$ cat src/rtl/ulpi_link_arbiter_if.sv
// Requester-side handshake bundle for ulpi_link_arbiter: PHY register access port and PID transmit port.
// master = requesters (config sequencer / protocol engine), slave = arbiter.
interface ulpi_link_arbiter_if;
   logic       reg_req;
   logic       reg_we;
   logic [5:0] reg_addr;
   logic [7:0] reg_wdata;
   logic       reg_ack;
   logic [7:0] reg_rdata;
   logic       reg_err;
   logic       tx_req;
   logic [3:0] tx_pid;
   logic       tx_ack;
   logic       tx_err;

   modport master (
      output reg_req, reg_we, reg_addr, reg_wdata, tx_req, tx_pid,
      input  reg_ack, reg_rdata, reg_err, tx_ack, tx_err
   );

   modport slave (
      input  reg_req, reg_we, reg_addr, reg_wdata, tx_req, tx_pid,
      output reg_ack, reg_rdata, reg_err, tx_ack, tx_err
   );
endinterface

$ cat src/rtl/ulpi_link_arbiter.sv
// Arbitrates the ULPI link->PHY transmit path between register accesses and handshake PIDs.
// Define ULPI_ARB_TIMEOUT_EN to abandon transfers after TIMEOUT cycles in any wait state.
module ulpi_link_arbiter #(
   parameter int unsigned TIMEOUT = 1000
) (
   input  logic              CLKOUT,
   input  logic              RESET,
   input  logic              DIR,
   input  logic              NXT,
   input  logic [7:0]        ulpi_din,
   output logic [7:0]        ulpi_dout,
   output logic              STP,
   output logic              busy,
   ulpi_link_arbiter_if.slave link
);

   typedef enum logic [3:0] {
      IDLE, REG_CMD, REG_DATA, REG_STP, TURN1, RDATA, TURN2, TX_CMD, TX_STP, ERR_STP
   } state_t;

   typedef enum logic {GRANT_REG, GRANT_TX} grant_t;

   state_t     state, next_state;
   grant_t     last_grant;
   logic       rd_retry;
   logic       fin, fin_err;
   logic       capture, preempt;
   logic       to_hit;
   logic       turn1_fail;

   logic [7:0] dout_nxt;
   logic       stp_nxt;
   logic       reg_ack_nxt, reg_err_nxt, tx_ack_nxt, tx_err_nxt;

   logic       reg_ack_q, reg_err_q, tx_ack_q, tx_err_q;
   logic [7:0] reg_rdata_q;

`ifdef ULPI_ARB_TIMEOUT_EN
   logic [15:0] wait_cnt;

   assign to_hit     = (wait_cnt == 16'(TIMEOUT - 1));
   assign turn1_fail = to_hit;

   // Counter restarts on every state change, so each wait state gets a full budget.
   always_ff @(posedge CLKOUT) begin
      if (!RESET || next_state != state || next_state == IDLE)
         wait_cnt <= '0;
      else
         wait_cnt <= wait_cnt + 16'd1;
   end
`else
   localparam int unsigned timeout_unused = TIMEOUT;

   assign to_hit     = 1'b0;
   assign turn1_fail = 1'b1;
`endif

   always_ff @(posedge CLKOUT) begin
      if (!RESET) begin
         state       <= IDLE;
         last_grant  <= GRANT_TX;
         rd_retry    <= 1'b0;
         ulpi_dout   <= '0;
         STP         <= 1'b0;
         busy        <= 1'b0;
         reg_ack_q   <= 1'b0;
         reg_err_q   <= 1'b0;
         tx_ack_q    <= 1'b0;
         tx_err_q    <= 1'b0;
         reg_rdata_q <= '0;
      end else begin
         state     <= next_state;
         ulpi_dout <= dout_nxt;
         STP       <= stp_nxt;
         busy      <= (next_state != IDLE);
         reg_ack_q <= reg_ack_nxt;
         reg_err_q <= reg_err_nxt;
         tx_ack_q  <= tx_ack_nxt;
         tx_err_q  <= tx_err_nxt;
         if (state == IDLE && next_state == REG_CMD)
            last_grant <= GRANT_REG;
         else if (state == IDLE && next_state == TX_CMD)
            last_grant <= GRANT_TX;
         if (state == IDLE)
            rd_retry <= 1'b0;
         else if (preempt)
            rd_retry <= 1'b1;
         if (capture)
            reg_rdata_q <= ulpi_din;
      end
   end

   always_comb begin
      next_state = state;
      fin        = 1'b0;
      fin_err    = 1'b0;
      capture    = 1'b0;
      preempt    = 1'b0;
      unique case (state)
         IDLE: begin
            // The ack-high check guarantees at least one idle cycle between grants.
            if (!DIR && !NXT && !reg_ack_q && !tx_ack_q) begin
               if (link.reg_req && (!link.tx_req || last_grant == GRANT_TX))
                  next_state = REG_CMD;
               else if (link.tx_req)
                  next_state = TX_CMD;
            end
         end
         REG_CMD: begin
            if (DIR)
               next_state = IDLE;
            else if (NXT)
               next_state = link.reg_we ? REG_DATA : TURN1;
            else if (to_hit) begin
               if (link.reg_we)
                  next_state = ERR_STP;
               else begin
                  next_state = IDLE;
                  fin        = 1'b1;
                  fin_err    = 1'b1;
               end
            end
         end
         REG_DATA: begin
            if (DIR)
               next_state = IDLE;
            else if (NXT)
               next_state = REG_STP;
            else if (to_hit)
               next_state = ERR_STP;
         end
         REG_STP: begin
            next_state = IDLE;
            fin        = 1'b1;
         end
         TURN1: begin
            if (DIR)
               next_state = RDATA;
            else if (turn1_fail) begin
               next_state = IDLE;
               fin        = 1'b1;
               fin_err    = 1'b1;
            end
         end
         RDATA: begin
            if (DIR) begin
               next_state = TURN2;
               if (NXT)
                  preempt = 1'b1;
               else
                  capture = 1'b1;
            end else begin
               next_state = IDLE;
               fin        = 1'b1;
               fin_err    = 1'b1;
            end
         end
         TURN2: begin
            // A preempted read leaves quietly; the still-held request is re-granted later.
            if (!DIR) begin
               next_state = IDLE;
               fin        = !rd_retry;
            end else if (to_hit) begin
               next_state = IDLE;
               fin        = 1'b1;
               fin_err    = 1'b1;
            end
         end
         TX_CMD: begin
            if (DIR)
               next_state = IDLE;
            else if (NXT)
               next_state = TX_STP;
            else if (to_hit)
               next_state = ERR_STP;
         end
         TX_STP: begin
            next_state = IDLE;
            fin        = 1'b1;
         end
         ERR_STP: begin
            next_state = IDLE;
            fin        = 1'b1;
            fin_err    = 1'b1;
         end
         default: next_state = IDLE;
      endcase
   end

   always_comb begin
      dout_nxt = '0;
      unique case (next_state)
         REG_CMD:  dout_nxt = {(link.reg_we ? 2'b10 : 2'b11), link.reg_addr};
         REG_DATA: dout_nxt = link.reg_wdata;
         TX_CMD:   dout_nxt = {4'h4, link.tx_pid};
         default:  dout_nxt = '0;
      endcase
      stp_nxt     = (next_state inside {REG_STP, TX_STP, ERR_STP});
      reg_ack_nxt = fin && (last_grant == GRANT_REG);
      reg_err_nxt = fin_err && (last_grant == GRANT_REG);
      tx_ack_nxt  = fin && (last_grant == GRANT_TX);
      tx_err_nxt  = fin_err && (last_grant == GRANT_TX);
   end

   assign link.reg_ack   = reg_ack_q;
   assign link.reg_err   = reg_err_q;
   assign link.reg_rdata = reg_rdata_q;
   assign link.tx_ack    = tx_ack_q;
   assign link.tx_err    = tx_err_q;

endmodule

$ cat src/flat_wrapper.sv
// flat-port wrapper written by rule: the top's interface ports become plain ports
module ulpi_link_arbiter_flat 
#(
   parameter int unsigned TIMEOUT = 1000
)
  (CLKOUT, RESET, DIR, NXT, ulpi_din, ulpi_dout, STP, busy, link_reg_req, link_reg_we, link_reg_addr, link_reg_wdata, link_tx_req, link_tx_pid, link_reg_ack, link_reg_rdata, link_reg_err, link_tx_ack, link_tx_err);
  ulpi_link_arbiter_if link_i ();
  input  logic CLKOUT;
  input  logic RESET;
  input  logic DIR;
  input  logic NXT;
  input  logic [7:0] ulpi_din;
  output logic [7:0] ulpi_dout;
  output logic STP;
  output logic busy;
  input wire logic [$bits(link_i.reg_req)-1:0] link_reg_req;
  input wire logic [$bits(link_i.reg_we)-1:0] link_reg_we;
  input wire logic [$bits(link_i.reg_addr)-1:0] link_reg_addr;
  input wire logic [$bits(link_i.reg_wdata)-1:0] link_reg_wdata;
  input wire logic [$bits(link_i.tx_req)-1:0] link_tx_req;
  input wire logic [$bits(link_i.tx_pid)-1:0] link_tx_pid;
  output wire logic [$bits(link_i.reg_ack)-1:0] link_reg_ack;
  output wire logic [$bits(link_i.reg_rdata)-1:0] link_reg_rdata;
  output wire logic [$bits(link_i.reg_err)-1:0] link_reg_err;
  output wire logic [$bits(link_i.tx_ack)-1:0] link_tx_ack;
  output wire logic [$bits(link_i.tx_err)-1:0] link_tx_err;
  assign link_i.reg_req = link_reg_req;
  assign link_i.reg_we = link_reg_we;
  assign link_i.reg_addr = link_reg_addr;
  assign link_i.reg_wdata = link_reg_wdata;
  assign link_i.tx_req = link_tx_req;
  assign link_i.tx_pid = link_tx_pid;
  assign link_reg_ack = link_i.reg_ack;
  assign link_reg_rdata = link_i.reg_rdata;
  assign link_reg_err = link_i.reg_err;
  assign link_tx_ack = link_i.tx_ack;
  assign link_tx_err = link_i.tx_err;
  ulpi_link_arbiter #(.TIMEOUT(TIMEOUT)) u_core (.CLKOUT(CLKOUT), .RESET(RESET), .DIR(DIR), .NXT(NXT), .ulpi_din(ulpi_din), .ulpi_dout(ulpi_dout), .STP(STP), .busy(busy), .link(link_i));
endmodule
$ cat config.mk
export PLATFORM = sky130hd
export DESIGN_NAME = ulpi_link_arbiter_flat
export DESIGN_NICKNAME = d
export VERILOG_FILES = /design/src/rtl/ulpi_link_arbiter_if.sv /design/src/rtl/ulpi_link_arbiter.sv /design/src/flat_wrapper.sv
export SDC_FILE = /design/constraint.sdc
export NUM_CORES = 1
export LEC_CHECK = 0
export CORE_MARGIN = 3
export CORE_UTILIZATION = 46
export CTS_CLUSTER_DIAMETER = 150
export DETAILED_ROUTE_END_ITERATION = 8
export PLACE_DENSITY_LB_ADDON = 0.15
export RECOVER_POWER = 50
export SYNTH_ARGS = -nofsm -noshare
export SYNTH_HDL_FRONTEND = slang
export SYNTH_SLANG_ARGS = --single-unit
export TNS_END_PERCENT = 1
$ cat constraint.sdc
create_clock -name CLKOUT -period 4.1 [get_ports CLKOUT]
set_clock_uncertainty 0.2 [all_clocks]
set_input_delay 0.41 -clock CLKOUT [delete_from_list [all_inputs] [get_ports CLKOUT]]
set_output_delay 0.41 -clock CLKOUT [all_outputs]
set_load 0.01 [all_outputs]
=== After elaboration in Yosys (flattened, before gate mapping) ===
Cells that the tools add are included.

* Eq/ne operators: 15
* Reductions and logical operators: 24
* Bitwise gates (word level): 2
* Mux-type cells: 28

{| class="wikitable"
|+ Operator list
! cell !! number
|-
| $mux W4 || 10
|-
| $pmux W4 S7 || 1
|-
| $pmux W8 S3 || 1
|-
| $eq A4 B3 Y1 const B || 5
|-
| $eq A4 B2 Y1 const B || 4
|-
| $eq A4 B4 Y1 const B || 4
|-
| $mux W1 || 11
|-
| $logic_and A1 B1 Y1 || 10
|-
| $mux W3 || 3
|-
| $eq A4 B1 Y1 const B || 2
|-
| $logic_not A1 Y1 || 6
|-
| $logic_not A4 Y1 || 1
|-
| $reduce_bool A4 Y1 || 1
|-
| $reduce_or A2 Y1 || 2
|-
| $pmux W1 S3 || 1
|-
| $reduce_bool A3 Y1 || 1
|-
| $reduce_or A3 Y1 || 1
|-
| $not A1 Y1 || 2
|-
| $pmux W1 S2 || 1
|-
| $reduce_bool A2 Y1 || 1
|-
| $logic_or A1 B1 Y1 || 1
|}

* Word-level logic and storage cells: 80
* Register bits: 28
* Output and inout port bits: 22

=== Longest topological paths before layout ===
Gate-level depths: netlist of the first run.

* Depth in word-level cells: 10
* Gate-level depth with buffers: 8
* Gate-level depth less buffers: 6

=== Worst setup path after synthesis of the first run ===
OpenSTA, ideal clock, no wires.

* Path kind: input to register
* Start point: input NXT
* End point: register u_core.last_grant
* Setup time: 0.122 ns
* Slack: 1.871 ns
* Arrival time: 1.907 ns
* Stages on the path: 7
* Path through: buf_6 nor4_2 nand2_2 o221a_4 nor4_4 a21oi_1 nand2b_1

* Longest elaborated chain between the ends: 9
* Elaborated cells on any way between the ends: 18
* Classes of those cells: 2 x eq/ne; 9 x mux; 7 x reduce/logical

{| class="wikitable"
|+ RTL lines
! item !! RTL line !! text
|-
| start, declared || flat_wrapper.sv:11 || <nowiki>input logic NXT;</nowiki>
|-
| $logic_not A1 Y1 || ulpi_link_arbiter.sv:102 || <nowiki>if (!DIR && !NXT && !reg_ack_q && !tx_ack_q) begin</nowiki>
|-
| $logic_and A1 B1 Y1 (3 in series) || ulpi_link_arbiter.sv:102 ||
|-
| $mux W4 || ulpi_link_arbiter.sv:102 ||
|-
| $pmux W4 S7 (*) || ulpi_link_arbiter.sv:99 || <nowiki>unique case (state)</nowiki>
|-
| $eq A4 B1 Y1 or $eq A4 B3 Y1 (tied branches) || ulpi_link_arbiter.sv:80, ulpi_link_arbiter.sv:82 ||
|-
| $logic_and A1 B1 Y1 (on tied branches) || ulpi_link_arbiter.sv:80, ulpi_link_arbiter.sv:82 ||
|-
| $mux W1 or $reduce_bool A2 Y1 (tied branches) || n/a ||
|-
| end signal, assigned || ulpi_link_arbiter.sv:61 || <nowiki>last_grant <= GRANT_TX;</nowiki>
|-
| end signal, assigned || ulpi_link_arbiter.sv:81 || <nowiki>last_grant <= GRANT_REG;</nowiki>
|-
| end signal, assigned || ulpi_link_arbiter.sv:83 || <nowiki>last_grant <= GRANT_TX;</nowiki>
|-
| end, declared || ulpi_link_arbiter.sv:24 || <nowiki>grant_t last_grant;</nowiki>
|}

Every way passes the cells marked *; elsewhere a longest branch is shown, timed or not.
A chain may end at the register's enable or synchronous reset.

=== Worst setup path in the final report of the first run ===
* Start point: input DIR
* End point: register u_core.last_grant

* Longest elaborated chain between the ends: 9
* Elaborated cells on any way between the ends: 18
* Classes of those cells: 2 x eq/ne; 9 x mux; 7 x reduce/logical

{| class="wikitable"
|+ RTL lines
! item !! RTL line !! text
|-
| start, declared || flat_wrapper.sv:10 || <nowiki>input logic DIR;</nowiki>
|-
| $logic_not A1 Y1 || ulpi_link_arbiter.sv:102 ||
|-
| $logic_and A1 B1 Y1 (3 in series) || ulpi_link_arbiter.sv:102 ||
|-
| $mux W4 || ulpi_link_arbiter.sv:102 ||
|-
| $pmux W4 S7 (*) || ulpi_link_arbiter.sv:99 ||
|-
| $eq A4 B1 Y1 or $eq A4 B3 Y1 (tied branches) || ulpi_link_arbiter.sv:80, ulpi_link_arbiter.sv:82 ||
|-
| $logic_and A1 B1 Y1 (on tied branches) || ulpi_link_arbiter.sv:80, ulpi_link_arbiter.sv:82 ||
|-
| $mux W1 or $reduce_bool A2 Y1 (tied branches) || n/a ||
|}

Marked as above.

==> results of run 1 <==
[state kept, by name, summed over array words and instances (netlist names)]
name and cells:
u_core.link.reg_rdata 8, u_core.rd_retry 1, u_core.STP 1, u_core.link.tx_ack 1, u_core.link.tx_err 1, u_core.link.reg_ack 1
u_core.state 4, u_core.last_grant 1, u_core.busy 1, u_core.link.reg_err 1, u_core.ulpi_dout 8
[cell type report]
class | count | area (um^2) | area share
tap | 31 | 38.8 | 0.0195
sequential | 28 | 561 | 0.282
inverter | 2 | 7.51 | 0.00378
clock inverter | 1 | 30.0 | 0.0151
timing repair buffer | 54 | 541 | 0.272
multi-input combinational | 101 | 785 | 0.395
clock buffer | 3 | 22.5 | 0.0113
[placed cells by master, fill, tap and decap left out, types with 4 or more instances in the layout]
cell / netlist / layout
nor2_1: 16 / 16
nand2_1: 8 / 8
nor2b_1: 14 / 14
dlygate4sd3_1: 0 / 21
mux2i_1: 9 / 9
nor4b_1: 4 / 4
clkdlybuf4s50_1: 0 / 33
a222oi_1: 4 / 4
dfxtp_1: 28 / 28
a21oi_1: 6 / 6
[worst max-delay path, stage by stage]
cell and delay, ps:
dlygate4sd3_1 740, nor4_2 430, nand2_2 140, o221a_4 290
nor4_4 560, a21oi_1 140, nand2b_1 160
[metrics by stage]
step,hold slack [ps],cell area [um^2],setup slack (ps)
after floorplan,262,1410,1870
after global placement,296,1930,1080
after detailed placement,308,1930,933
after CTS,339,1990,1290
after global routing,367,1980,1090
final,335,1980,1240
[logic make-up (layout without fill, tap and decap cells)]
logic type,count (synthesis),count (layout),share of synthesized area
flops,28,28,0.396
buf+inv,11,60,0.0478
compound gates,26,26,0.176
xor+xnor,2,2,0.0124
simple gates,64,64,0.304
mux,9,9,0.0637
[how the worst min path moves through the flow]
stage / from / to / slack [ps]
2_1_floorplan: u_core.last_grant$_SDFFE_PN1P_ / u_core.link.reg_ack$_SDFF_PN0_ / 260
3_3_place_gp: u_core.link.reg_rdata[1]$_SDFFE_PN0P_ / u_core.link.reg_rdata[1]$_SDFFE_PN0P_ / 300
3_5_place_dp: u_core.link.reg_rdata[5]$_SDFFE_PN0P_ / u_core.link.reg_rdata[5]$_SDFFE_PN0P_ / 310
4_1_cts: u_core.link.reg_rdata[5]$_SDFFE_PN0P_ / u_core.link.reg_rdata[5]$_SDFFE_PN0P_ / 340
5_1_grt: u_core.link.reg_rdata[3]$_SDFFE_PN0P_ / u_core.link.reg_rdata[3]$_SDFFE_PN0P_ / 370
6_report: u_core.link.reg_rdata[5]$_SDFFE_PN0P_ / u_core.link.reg_rdata[5]$_SDFFE_PN0P_ / 330
[where the power goes]
part / switching [mW] / leakage, nW / internal, mW / total [mW]
clock network: 0.0817 / 0.0279 / 0.0989 / 0.181
logic: 0.0417 / 0.479 / 0.0589 / 0.101
registers: 0.00952 / 0.226 / 0.279 / 0.288
[per-layer routing]
layer,vias to the layer above,global-route usage
met2,54,0.317
met5,-,0
met4,0,0.0545
met3,5,0.0335
li1,610,-
met1,572,0.237
==> flow_metrics.tcl, run 1 <==
set metrics [dict create \
    cts_resized 0 \
    wl_per_cell_um 15.2 \
    drive_gt1_frac 0.0899 \
    r2r_start "u_core.state[2]$_SDFF_PN0_" \
    postSynthCellCount 140 \
    routed_via_density 5.64 \
    reg2regPathDepth 6 \
    route.detailed.drc 0 \
    synth_top_area_frac 0.396 \
    hold_viol 0 \
    synth_area_leader_cell "dfxtp_1" \
    layout_min_cycle_time_ps 2860 \
    ys.flop_type "dfxtp_1" \
    yosysWarnings 0 \
    finalSetupViolations 0 \
    syn_to_final_growth_pct 40.4 \
    p_total_mw 0.570 \
    hold_path.class "register to register" \
    clockBufferDepth 2 \
    powerDensity_nw_per_um2 287 \
    synth.ff_latch_count 28 \
    max_cap_viol_count 0 \
    diodes 0 \
    firstDrtPassIters 4 \
    grt_max_degree 22 \
    place_congestion 0.852 \
    clk_latency_ps 330 \
    r2r_slack_ps 1280 \
    vdd_drop_max_v 0.000144 \
    fillers 241 \
    grtUsageTotal 0.185 \
    tightest_slew_ps 928 \
    nets 223 \
    clock-root-buffer "clkbuf_4" \
    worstSetupStartpointType "input port" \
    synth_nets 173 \
    drv_slew 0 \
    antenna_left 0 \
    netlist_area_um2 1410 \
    slew_headroom 0.380 \
    synth_area_leaders "dfxtp_1 40%, mux2i_1 6.4%, nor2b_1 6.2%" \
    r2r-end "u_core.link.reg_rdata[4]$_SDFFE_PN0P_" \
    cts_hold_buf 0 \
    grt_setup_unrepaired "false" \
    dp.cells 216 \
    clk_pin_slew_ps 150 \
    cp_max_fo 13 \
    crit_path_end_kind "register" \
    cts.sinks 28 \
    yosysMostFrequentCell "dfxtp_1" \
    drt_iter0_drc 40 \
    htreeDepth 1 \
    synth.avg_cell_area_um2 10.1 \
    io_buffers 54 \
    core_um2 2850 \
    die_w_um 61.4 \
    numCtsBuffers 3 \
    final_util 0.696 \
    ys_types 45 \
    route.met3.wl_um 247 \
    tns_ps 0 \
    ys_seq_area_frac 0.396 \
    arrival_ps 2880 \
    max_freq_mhz 349 \
    top_layer "met4" \
    whs_path_depth 2 \
    yosys-top-cells-count "28 x dfxtp_1, 16 x nor2_1, 14 x nor2b_1, 9 x mux2i_1, 8 x nand2_1" \
    critPathKind "input port to register" \
    io_pins 55 \
    synthArstFlopShare 0 \
    layoutNonFillerInstCount 220 \
    hpwlAfterDp_mm 2.53 \
    wl_met2_mm 1.66 \
    rows 19 \
    grt-ovfl-total 0 \
    num_vias 1241 \
    die_h_um 61.4 \
    drt-total-wl_mm 3.35 \
    grt_pass1_wl_mm 5.27 \
    met1_length_mm 1.41 \
    cp-endpoint "u_core.last_grant$_SDFFE_PN1P_" \
    antenna_found_initial 0 \
    grt_pass1_vias 1153 \
    worstSetupStartpoint "DIR" \
    tritoncts "built" \
    status "completed" \
    die_area_um2 3770 \
    min_period_over_period 0.698 \
    power_leakage_nw 0.733 \
    synth_edf_count 0 \
    cts_setup_buffers 0 \
    initial_utilization 0.496 \
    worstPathRequired_ps 4120 \
]
Note: power is estimated with default switching activity, not from simulation.
==> run 2, diff against run 1 <==
--- a/config.mk
+++ b/config.mk
@@ -6,7 +6,7 @@
 export NUM_CORES = 1
 export LEC_CHECK = 0
 export CORE_MARGIN = 3
-export CORE_UTILIZATION = 46
+export CORE_UTILIZATION = 43
 export CTS_CLUSTER_DIAMETER = 150
 export DETAILED_ROUTE_END_ITERATION = 8
 export PLACE_DENSITY_LB_ADDON = 0.15
==> constraint.sdc (replaced) <==
create_clock -name CLKOUT -period 3 [get_ports CLKOUT]
set_clock_uncertainty 0.2 [all_clocks]
set_input_delay 0.3 -clock CLKOUT [delete_from_list [all_inputs] [get_ports CLKOUT]]
set_output_delay 0.3 -clock CLKOUT [all_outputs]
set_load 0.01 [all_outputs]
==> run 2 against run 1 <==
Worst hold slack worse by 16 ps. Power up 37%. Combinational power grew 41%. Wire length grew 0.81%. Sequential share of layout area fell by 0.64 points. Sequential power up 37%. Design area increased by 2.3%. First-iteration DRC count grew 95%. Final cell count grew 7.7%. Critical endpoint is now u_core.ulpi_dout[3]$_SDFF_PN0_.
==> flow_metrics.tcl, run 2 (same netlist as run 1, synthesis figures left out) <==
set metrics [dict create \
    status "completed" \
    die_w_um 63.3 \
    power_leakage_nw 0.761 \
    tightest_slew_ps 648 \
    initial_utilization 0.456 \
    final_util 0.654 \
    min_period_over_period 0.876 \
    powerDensity_nw_per_um2 384 \
    crit_path_end_kind "register" \
    finalSetupViolations 0 \
    critPathKind "register to register" \
    dp_slack_ps 157 \
    grt_pass1_vias 1237 \
    drt_iter0_drc 78 \
    numCtsBuffers 3 \
    routed_via_density 5.35 \
    cts_setup_buffers 0 \
    syn_to_final_growth_pct 43.6 \
    fin_ws_ps 371 \
    die_h_um 63.3 \
    hold_viol 0 \
    grtUsageTotal 0.174 \
    worstSetupStartpointType "register" \
    dp.cells 233 \
    diodes 0 \
    hpwlAfterDp_mm 2.61 \
    worstPathRequired_ps 3020 \
    core_um2 3100 \
    cp_max_fo 15 \
    drv_slew 0 \
    clk_latency_ps 320 \
    final_common_cell "clkdlybuf4s50_1" \
    hold_path.class "register to register" \
    nets 227 \
    die_area_um2 4010 \
    tritoncts "built" \
    tns_ps 0 \
    fin_area_um2 2030 \
    clock-root-buffer "clkbuf_4" \
    mostFrequentLayoutCells "31 x clkdlybuf4s50_1, 28 x dfxtp_1, 23 x dlygate4sd3_1" \
    num_vias 1268 \
    grt_setup_unrepaired "false" \
    rows 20 \
    io_buffers 54 \
    place_area_um2 1980 \
    layoutNonFillerInstCount 237 \
    htreeDepth 1 \
    clk_pin_slew_ps 150 \
    grt-ovfl-total 0 \
    drive_gt1_frac 0.109 \
    grt_max_degree 17 \
    slew_headroom 0.567 \
    place_congestion 0.813 \
    drt-total-wl_mm 3.38 \
    clockBufferDepth 2 \
    cts_resized 0 \
    io_pins 55 \
    firstDrtPassIters 5 \
    grt_pass1_wl_mm 5.71 \
    cts_hold_buf 0 \
    vdd_drop_max_v 0.000172 \
    max_cap_viol_count 0 \
    max_freq_mhz 380 \
    arrival_ps 2650 \
    cts.sinks 28 \
    layout_min_cycle_time_ps 2630 \
    wl_per_cell_um 14.3 \
    antenna_left 0 \
    route.detailed.drc 0 \
    antenna_found_initial 0 \
]
==> run 2: area by class of cell <==
class,count,area [um^2]
Multi-Input combinational cell,101,785
Timing Repair Buffer,58,571
Clock inverter,1,30.0
Inverter,2,7.51
Clock buffer,3,22.5
Fill cell,285,1070
Tap cell,44,55.1
Sequential cell,28,561
==> run 2: worst paths after layout <==
kind	start	endpoint	slack [ps]	cells after the start
hold / removal	u_core.last_grant$_SDFFE_PN1P_	u_core.link.reg_ack$_SDFF_PN0_	320	1
setup reg to reg	u_core.state[0]$_SDFF_PN0_	u_core.ulpi_dout[3]$_SDFF_PN0_	370	7
setup / recovery	u_core.state[0]$_SDFF_PN0_	u_core.ulpi_dout[3]$_SDFF_PN0_	370	7
hold reg to reg	u_core.last_grant$_SDFFE_PN1P_	u_core.link.reg_ack$_SDFF_PN0_	320	1
==> run 2: per-layer routing <==
metal / GRT usage / wire [um]
met5: 0 / 0
met2: 0.292 / 1680
met4: 0.0539 / 30
met3: 0.0446 / 275
met1: 0.218 / 1390
==> run 2: power by group <==
group / leakage, nW / switching (mW) / internal, mW
registers: 0.226 / 0.0129 / 0.381
clock network: 0.0279 / 0.110 / 0.135
logic: 0.506 / 0.0575 / 0.0840
==> run 2: worst max-delay path, stage by stage (launching register included) <==
cell	delay, ps
dfxtp_1	770
nand2b_1	190
or4_1	500
o211ai_4	310
nor4_4	80
buf_4	180
a222oi_1	230
nor2_1	70
==> run 2: per-stage QoR <==
| stage | hold WS [ps] | total power [mW] |
|---|---|---|
| 4_1_cts | 323 | 0.791 |
| 3_3_place_gp | 295 | 0.542 |
| 5_1_grt | 346 | 0.812 |
| 3_5_place_dp | 298 | 0.546 |
| 6_report | 319 | 0.780 |
| 2_1_floorplan | 238 | 0.478 |
==> RTL change, RTL diff (config.mk and constraints of run 2) <==
Add a define of `ULPI_ARB_TIMEOUT_EN`.
--- a/src/rtl/ulpi_link_arbiter.sv
+++ b/src/rtl/ulpi_link_arbiter.sv
@@ -1,5 +1,7 @@
 // Arbitrates the ULPI link->PHY transmit path between register accesses and handshake PIDs.
 // Define ULPI_ARB_TIMEOUT_EN to abandon transfers after TIMEOUT cycles in any wait state.
+`define ULPI_ARB_TIMEOUT_EN
+
 module ulpi_link_arbiter #(
    parameter int unsigned TIMEOUT = 1000
 ) (
Behaviour: not the same (a bounded check fails within 4 cycles, from zero or initial values and one cycle with RESET low).
==> RTL change against run 2 <==
- largest power group unchanged
- sequential cell count increased by 16
- via count increased by 60%
- synthesized area increased by 57%
- cell count increased by 60%
- power increased by 79%
- count of clock-buffer cells in the layout increased by 2
- worst setup slack got worse by 0.17 ns
- cell area increased by 49%
- hold slack got worse by 0.060 ns
- wire length increased by 58%
==> RTL change: results <==
detailed_routing:
  wl_met1_um: 2310
  vias: 2024
  wirelength_um: 5340
  drtIter0Drc: 145
  wl_met2_um: 2580
finish:
  buffer_area_frac: 0.239
  buffers: 77
  fin_cells: 379
  nets: 346
  register_area_um2: 881
  fillers: 435
  n_all_inverters: 6
  seq_cell_count: 44
status:
  status: "finished clean"
global_routing:
  gr-usage-met3: 0.0534
  use_met2: 0.304
yosys:
  synthCells: 240
  synth_xor_area_frac: 0.0554
  synth_compound_area_frac: 0.180
  synth_cell_types: 54
  synth.net_count: 274
clock_network:
  cts-root-buf: "clkbuf_8"
  clkTransAtPathRegs_ns: 0.08
critical_path:
  timing.rr.start: "u_core.wait_cnt[0]"
  r2r_end: "u_core.ulpi_dout[2]"
  path_max_fanout: 7
power:
  peakVddDrop_v: 0.000310
sta:
  worst_hold_slack_ns: 0.259
  max_freq_mhz: 357
RTL change: cell types whose count changed in the layout (fill, tap and decap cells not counted), sizes merged, moves of 4 or more:
cell	delta
nor3	+6
nor2	+31
inv	+4
buf	+19
nor2b	-10
xor2	+9
dfxtp	+16
and3	+5
nand3	+9
a21oi	+4
RTL change: kinds of logic (layout without fill, tap and decap cells):
logic type               after synthesis  count (layout)
AND/OR/NAND/NOR                      108             108
AO/OA/AOI/OAI                         46              46
flip-flops                            44              44
buffers and inverters                 18              90
XOR/XNOR                              14              14
multiplexers                           9               9
adder cells (fa/ha/maj)                1               1
RTL change: where the power goes:
group          switching, W  leakage, nW  internal [W]
registers         0.0000226        0.355      0.000610
logic              0.000206        0.835      0.000205
clock network      0.000197       0.0400      0.000158
total              0.000425         1.23      0.000973
